File: config.mk
export PLATFORM = sky130hd
export DESIGN_NAME = ascon_fault_check_ctrl
export DESIGN_NICKNAME = d
export VERILOG_FILES = /design/src/rtl/ascon_fault_check_ctrl.sv
export SDC_FILE = /design/constraint.sdc
export NUM_CORES = 1
export LEC_CHECK = 0
export CORE_MARGIN = 2
export CORE_UTILIZATION = 44
export CTS_CLUSTER_SIZE = 24
export DETAILED_ROUTE_END_ITERATION = 10
export PLACE_DENSITY = 0.77
export SLEW_MARGIN = 15
export SYNTH_ARGS = -nofsm -noshare
export SYNTH_HDL_FRONTEND = slang
export SYNTH_SLANG_ARGS = --single-unit
export TNS_END_PERCENT = 1
File: constraint.sdc
create_clock -name clk -period 2 [get_ports clk]
set_input_delay 0.5 -clock clk [delete_from_list [all_inputs] [get_ports clk]]
set_output_delay 0.5 -clock clk [all_outputs]
set_load 0.02 [all_outputs]
File: src/rtl/ascon_fault_check_ctrl.sv
// Run sequencer around the FC wrapper: encrypt, decrypt the result, cross-check
// plaintext and tag, and release cipher_text/tag only when both match.
module ascon_fault_check_ctrl #(
  parameter int y              = 40,
  parameter int TIMEOUT_CYCLES = 1024,
  parameter int TW             = 11
) (
  input  logic           clk,
  input  logic           rst,
  input  logic           start,
  input  logic [y-1:0]   plain_text,
  output logic           enc_start,
  input  logic           enc_ready,
  input  logic [y-1:0]   cipher_text,
  input  logic [127:0]   tag,
  output logic           dec_start,
  input  logic           dec_ready,
  input  logic [y-1:0]   dec_plain_text,
  input  logic [127:0]   dec_tag,
  output logic           busy,
  output logic           done,
  output logic           pass,
  output logic [2:0]     fault_code,
  output logic [y-1:0]   ct_out,
  output logic [127:0]   tag_out
);

  typedef enum logic [2:0] {
    S_IDLE, S_ENC_GO, S_ENC_WAIT, S_DEC_GO, S_DEC_WAIT, S_CHECK, S_DONE
  } state_t;

  localparam logic [TW-1:0] CNT_LIMIT = TW'(TIMEOUT_CYCLES - 1);

  state_t         state_q, state_d;
  logic [y-1:0]   pt_q, pt_d;
  logic [y-1:0]   ct_q, ct_d;
  logic [127:0]   tag_q, tag_d;
  logic [y-1:0]   dec_pt_q, dec_pt_d;
  logic [127:0]   dec_tag_q, dec_tag_d;
  logic [TW-1:0]  cnt_q, cnt_d;
  logic           enc_rdy_prev_q, enc_rdy_prev_d;
  logic           dec_rdy_prev_q, dec_rdy_prev_d;
  logic           enc_start_q, enc_start_d;
  logic           dec_start_q, dec_start_d;
  logic           busy_q, busy_d;
  logic           done_q, done_d;
  logic           pass_q, pass_d;
  logic [2:0]     fault_q, fault_d;
  logic [y-1:0]   ct_out_q, ct_out_d;
  logic [127:0]   tag_out_q, tag_out_d;

  logic enc_done, dec_done, limit_hit, pt_mis, tag_mis;

  // Only a fresh 0->1 transition counts, so a ready left high by a previous run is ignored.
  assign enc_done  = enc_ready & ~enc_rdy_prev_q;
  assign dec_done  = dec_ready & ~dec_rdy_prev_q;
  assign limit_hit = (cnt_q == CNT_LIMIT);
  assign pt_mis    = (dec_pt_q != pt_q);
  assign tag_mis   = (dec_tag_q != tag_q);

  always_comb begin
    state_d        = state_q;
    pt_d           = pt_q;
    ct_d           = ct_q;
    tag_d          = tag_q;
    dec_pt_d       = dec_pt_q;
    dec_tag_d      = dec_tag_q;
    cnt_d          = cnt_q;
    enc_rdy_prev_d = enc_ready;
    dec_rdy_prev_d = dec_ready;
    enc_start_d    = 1'b0;
    dec_start_d    = 1'b0;
    busy_d         = busy_q;
    done_d         = 1'b0;
    pass_d         = pass_q;
    fault_d        = fault_q;
    ct_out_d       = ct_out_q;
    tag_out_d      = tag_out_q;

    unique case (state_q)
      S_IDLE: begin
        if (start) begin
          pt_d        = plain_text;
          pass_d      = 1'b0;
          fault_d     = '0;
          ct_out_d    = '0;
          tag_out_d   = '0;
          busy_d      = 1'b1;
          enc_start_d = 1'b1;
          state_d     = S_ENC_GO;
        end
      end
      S_ENC_GO: begin
        cnt_d   = '0;
        state_d = S_ENC_WAIT;
      end
      S_ENC_WAIT: begin
        if (enc_done) begin
          ct_d        = cipher_text;
          tag_d       = tag;
          dec_start_d = 1'b1;
          state_d     = S_DEC_GO;
        end else if (limit_hit) begin
          fault_d = 3'b100;
          done_d  = 1'b1;
          busy_d  = 1'b0;
          state_d = S_DONE;
        end else begin
          cnt_d = cnt_q + 1'b1;
        end
      end
      S_DEC_GO: begin
        cnt_d   = '0;
        state_d = S_DEC_WAIT;
      end
      S_DEC_WAIT: begin
        if (dec_done) begin
          dec_pt_d  = dec_plain_text;
          dec_tag_d = dec_tag;
          state_d   = S_CHECK;
        end else if (limit_hit) begin
          fault_d = 3'b100;
          done_d  = 1'b1;
          busy_d  = 1'b0;
          state_d = S_DONE;
        end else begin
          cnt_d = cnt_q + 1'b1;
        end
      end
      S_CHECK: begin
        fault_d   = {1'b0, tag_mis, pt_mis};
        pass_d    = ~(pt_mis | tag_mis);
        ct_out_d  = (pt_mis | tag_mis) ? '0 : ct_q;
        tag_out_d = (pt_mis | tag_mis) ? '0 : tag_q;
        done_d    = 1'b1;
        busy_d    = 1'b0;
        state_d   = S_DONE;
      end
      S_DONE: begin
        state_d = S_IDLE;
      end
      default: begin
        state_d = S_IDLE;
      end
    endcase
  end

  always_ff @(posedge clk) begin
    if (rst) begin
      state_q        <= S_IDLE;
      pt_q           <= '0;
      ct_q           <= '0;
      tag_q          <= '0;
      dec_pt_q       <= '0;
      dec_tag_q      <= '0;
      cnt_q          <= '0;
      enc_rdy_prev_q <= 1'b0;
      dec_rdy_prev_q <= 1'b0;
      enc_start_q    <= 1'b0;
      dec_start_q    <= 1'b0;
      busy_q         <= 1'b0;
      done_q         <= 1'b0;
      pass_q         <= 1'b0;
      fault_q        <= '0;
      ct_out_q       <= '0;
      tag_out_q      <= '0;
    end else begin
      state_q        <= state_d;
      pt_q           <= pt_d;
      ct_q           <= ct_d;
      tag_q          <= tag_d;
      dec_pt_q       <= dec_pt_d;
      dec_tag_q      <= dec_tag_d;
      cnt_q          <= cnt_d;
      enc_rdy_prev_q <= enc_rdy_prev_d;
      dec_rdy_prev_q <= dec_rdy_prev_d;
      enc_start_q    <= enc_start_d;
      dec_start_q    <= dec_start_d;
      busy_q         <= busy_d;
      done_q         <= done_d;
      pass_q         <= pass_d;
      fault_q        <= fault_d;
      ct_out_q       <= ct_out_d;
      tag_out_q      <= tag_out_d;
    end
  end

  assign enc_start  = enc_start_q;
  assign dec_start  = dec_start_q;
  assign busy       = busy_q;
  assign done       = done_q;
  assign pass       = pass_q;
  assign fault_code = fault_q;
  assign ct_out     = ct_out_q;
  assign tag_out    = tag_out_q;

endmodule

==> impl_metrics.sql <==
INSERT INTO impl_metrics (metric_group, metric, value, unit) VALUES
('run', 'drv_cap', '0', ''),
('sta', 'finalClockSkew', '36.0', 'ps'),
('sta', 'tns', '-87340', 'ps'),
('finish', 'area_delta_synth_final', '49.9', '%'),
('sta', 'period_minus_slack', '2580', 'ps'),
('finish', 'final_layout_size_suffix_gt1_share', '12.7', '%'),
('floorplan', 'die_width', '221', 'µm'),
('synthesis', 'synthXorXnorAreaFrac', '7.18', '%'),
('floorplan', 'floorplan.initialDensity', '44.4', '%'),
('synthesis', 'asyncSetResetFlopFracSynth', '0', '%'),
('cts', 'cts-hold-fix-buffers', '0', ''),
('cts', 'root_buffer_selected_by_cts', 'sky130_fd_sc_hd__clkbuf_16', ''),
('sta', 'setup_violations', '170', ''),
('synthesis', 'post_synth_inst_count', '2355', ''),
('outcome', 'status', 'complete, but fails checks', ''),
('min_path', 'hold_start', 'rst', ''),
('global_routing', 'wire_length_of_the_first_global_routing_pass', '114', 'mm'),
('sta', 'fmax', '0.387', 'GHz'),
('outcome', 'violations_in_the_final_reports', 'setup timing', ''),
('synthesis', 'largest_family_of_logic_cells_by_synthesized_area', 'compound AO/OA/AOI/OAI gates', ''),
('floorplan', 'floorplan.core_area', '46500', 'µm²'),
('drt', 'route.detailed.vias_per_inst', '5.41', ''),
('synthesis', 'yosys_register_bits', '568', ''),
('setup_path', 'worst_r2r_startpoint', 'dec_tag_q[102]', ''),
('power', 'power.share.sequential', '45.8', '%'),
('sta', 'timing.final.hold_violations', '0', ''),
('cts', 'cts_inserted_buffers', '58', ''),
('global_routing', 'initial_antenna_violation_count', '16', ''),
('sta', 'rsz0062_at_grt', 'true', ''),
('sta', 'maxSlewHeadroom', '57.2', '%'),
('placed_design', 'detailedPlacementHpwl', '55.2', 'mm'),
('placed_design', 'portBuffers', '556', ''),
('synthesis', 'post_synth_fa_ha_maj_area_fraction', '0.0607', '%'),
('synthesis', 'yosys_warnings', '0', ''),
('sta', 'post-route-period-util', '129', '%'),
('finish', 'n_fill_cell', '3663', ''),
('drt', 'firstDrtPassIters', '6', ''),
('drt', 'post_route_ant_nets', '0', ''),
('synthesis', 'ys_seq_area_share', '55.1', '%'),
('cts', 'max-clock-path-buffers', '3', ''),
('global_routing', 'global_route.overflow_total', '0', ''),
('synthesis', 'synth_compound_area_share', '17.3', '%'),
('setup_path', 'critPathArrivalTime', '3130', 'ps'),
('placed_design', 'gpl_congestion', '0.940', ''),
('synthesis', 'synthSimpleGateAreaFrac', '17.0', '%'),
('power', 'comb_power_share', '9.6', '%'),
('power', 'power-per-cell-area', '822', 'nW/µm²'),
('cts', 'cts.sinks', '568', ''),
('setup_path', 'setup.worst_path.start', 'dec_tag_q[102]', ''),
('global_routing', 'grt_pass1_vias', '19600', ''),
('drt', 'routed_wl', '78.9', 'mm'),
('floorplan', 'number_of_primary_i_o_pins', '557', ''),
('cts', 'clock_tree.htree_level_count', '2', ''),
('power', 'clock_power_share', '44.7', '%'),
('synthesis', 'number_of_enable_type_register_cells_in_the_synthesized_netlist', '0', ''),
('sta', 'actual_transition_at_the_worst_max_transition_pin', '641', 'ps'),
('drt', 'drc_errors', '0', ''),
('sta', 'final_report_max_slew_violation_count', '0', ''),
('power', 'cellInternalPower', '19.4', 'mW'),
('floorplan', 'floorplan.die.height', '221', 'µm'),
('cts', 'cts_tree', 'done', ''),
('sta', 'final.setup.worst_slack', '-582', 'ps'),
('global_routing', 'grt_start_max_net_pins', '119', ''),
('min_path', 'hold_class', 'primary input to flop', ''),
('finish', 'stdcell_area', '30900', 'µm²'),
('synthesis', 'synthesis.area', '20600', 'µm²'),
('synthesis', 'synth.lib_cells_used.distinct', '38', ''),
('setup_path', 'critPathCaptureType', 'flop', ''),
('drt', 'detailedRoute.firstIterationViolations', '1837', ''),
('global_routing', 'aggregate_global_route_resource_usage', '30.5', '%'),
('power', 'p_total', '25.4', 'mW');
flip-flops by register name, summed over array words and instances, names as in the netlist:
signal          count
enc_start           1
state_q             3
ct_out             40
tag_q             128
dec_rdy_prev_q      1
cnt_q              11
dec_pt_q           40
done                1
enc_rdy_prev_q      1
pt_q               40
pass                1
busy                1
dec_tag_q         128
dec_start           1
tag_out           128
fault_code          3
ct_q               40
synthesized netlist by cell type (2+ instances only):
library cell / count / area, µm²
sky130_fd_sc_hd__a21o_1: 2 / 15.0
sky130_fd_sc_hd__a21oi_1: 389 / 1950
sky130_fd_sc_hd__a22o_1: 169 / 1480
sky130_fd_sc_hd__buf_2: 40 / 200
sky130_fd_sc_hd__clkbuf_1: 127 / 477
sky130_fd_sc_hd__dfxtp_1: 568 / 11400
sky130_fd_sc_hd__inv_1: 3 / 11.3
sky130_fd_sc_hd__nand2_1: 762 / 2860
sky130_fd_sc_hd__nand2b_1: 3 / 18.8
sky130_fd_sc_hd__nand3_1: 6 / 30.0
sky130_fd_sc_hd__nand3b_1: 2 / 15.0
sky130_fd_sc_hd__nand4_1: 44 / 275
sky130_fd_sc_hd__nor2_1: 15 / 56.3
sky130_fd_sc_hd__nor3_1: 4 / 20.0
sky130_fd_sc_hd__nor4_1: 13 / 81.3
sky130_fd_sc_hd__o21a_1: 3 / 22.5
sky130_fd_sc_hd__o21ai_0: 6 / 30.0
sky130_fd_sc_hd__o31ai_1: 5 / 37.5
sky130_fd_sc_hd__or3_1: 6 / 37.5
sky130_fd_sc_hd__or4_1: 3 / 22.5
sky130_fd_sc_hd__xnor2_1: 160 / 1400
sky130_fd_sc_hd__xor2_1: 9 / 78.8
timing repair:
item	in CTS	in global routing
resized for setup	201	32
setup endpoints to repair	391	327
gates cloned	2	11
hold endpoints to repair	0	0
pin swaps	23	63
setup buffers	2	1
critical path, cell delays in order (launching register included):
cell	delay, ps
sky130_fd_sc_hd__dfxtp_1	340
sky130_fd_sc_hd__xnor2_2	270
sky130_fd_sc_hd__nand4_1	260
sky130_fd_sc_hd__nor4_4	440
sky130_fd_sc_hd__nand4_1	250
sky130_fd_sc_hd__nor4_4	320
sky130_fd_sc_hd__buf_6	190
sky130_fd_sc_hd__buf_12	150
sky130_fd_sc_hd__clkbuf_16	160
sky130_fd_sc_hd__a22o_1	130
layout make-up:
| type | instances | area, µm² | share of cell area [%] |
|---|---|---|---|
| well taps | 607 | 759 | 2.46 |
| diodes | 16 | 40.0 | 0.129 |
| flip-flops and latches | 568 | 11400 | 36.8 |
| clock inverters | 28 | 332 | 1.07 |
| multi-input cells | 1616 | 8790 | 28.4 |
| repair buffers | 814 | 7940 | 25.7 |
| clock buffers | 82 | 1680 | 5.44 |
| inverters | 3 | 11.3 | 0.0364 |
cells by family after synthesis:
group	after synthesis
and+or+nand+nor	867
DFF	568
adders and majority gates	1
AOI/OAI and AO/OA	579
xor gates and xnor gates	169
buffers and inverters	171
routing by layer:
| metal | vias to the layer above | wire length [µm] | track usage (%) |
|---|---|---|---|
| li1 | 9356 | - | - |
| met1 | 9644 | 31800 | 39.1 |
| met2 | 1001 | 37300 | 50.0 |
| met3 | 206 | 5900 | 4.59 |
| met4 | 0 | 3850 | 15.7 |
| met5 | - | 0 | 0 |
worst paths after layout:
check                                     end  slack (ps)  depth (start not counted)
worst max-delay path               ct_out[11]        -580                          9
worst min-delay path            fault_code[1]         410                          3
worst max register to register     ct_out[11]        -580                          9
worst min register to register       ct_q[31]         460                          2
power by group through the flow:
stage	logic [mW]	registers [mW]	clock network (mW)
6_report	2.43	11.6	11.4
3_5_place_dp	2.31	11.9	0
2_1_floorplan	0.839	11.9	0
4_1_cts	2.37	11.6	11.5
5_1_grt	2.57	11.7	11.9
3_3_place_gp	2.30	11.9	0
through the flow:
| stage | instances | util, % | hold slack (ps) | setup slack [ps] |
|---|---|---|---|---|
| 2_1_floorplan | 2355 | - | 436 | -24.3 |
| 3_3_place_gp | 3593 | 61.4 | 438 | -904 |
| 3_5_place_dp | 3593 | 61.4 | 446 | -937 |
| 4_1_cts | 3706 | 65.7 | 377 | -515 |
| 5_1_grt | 3731 | 66.6 | 367 | -638 |
| 6_report | 3734 | 66.6 | 406 | -582 |
Power figures use the tool's default switching activity.
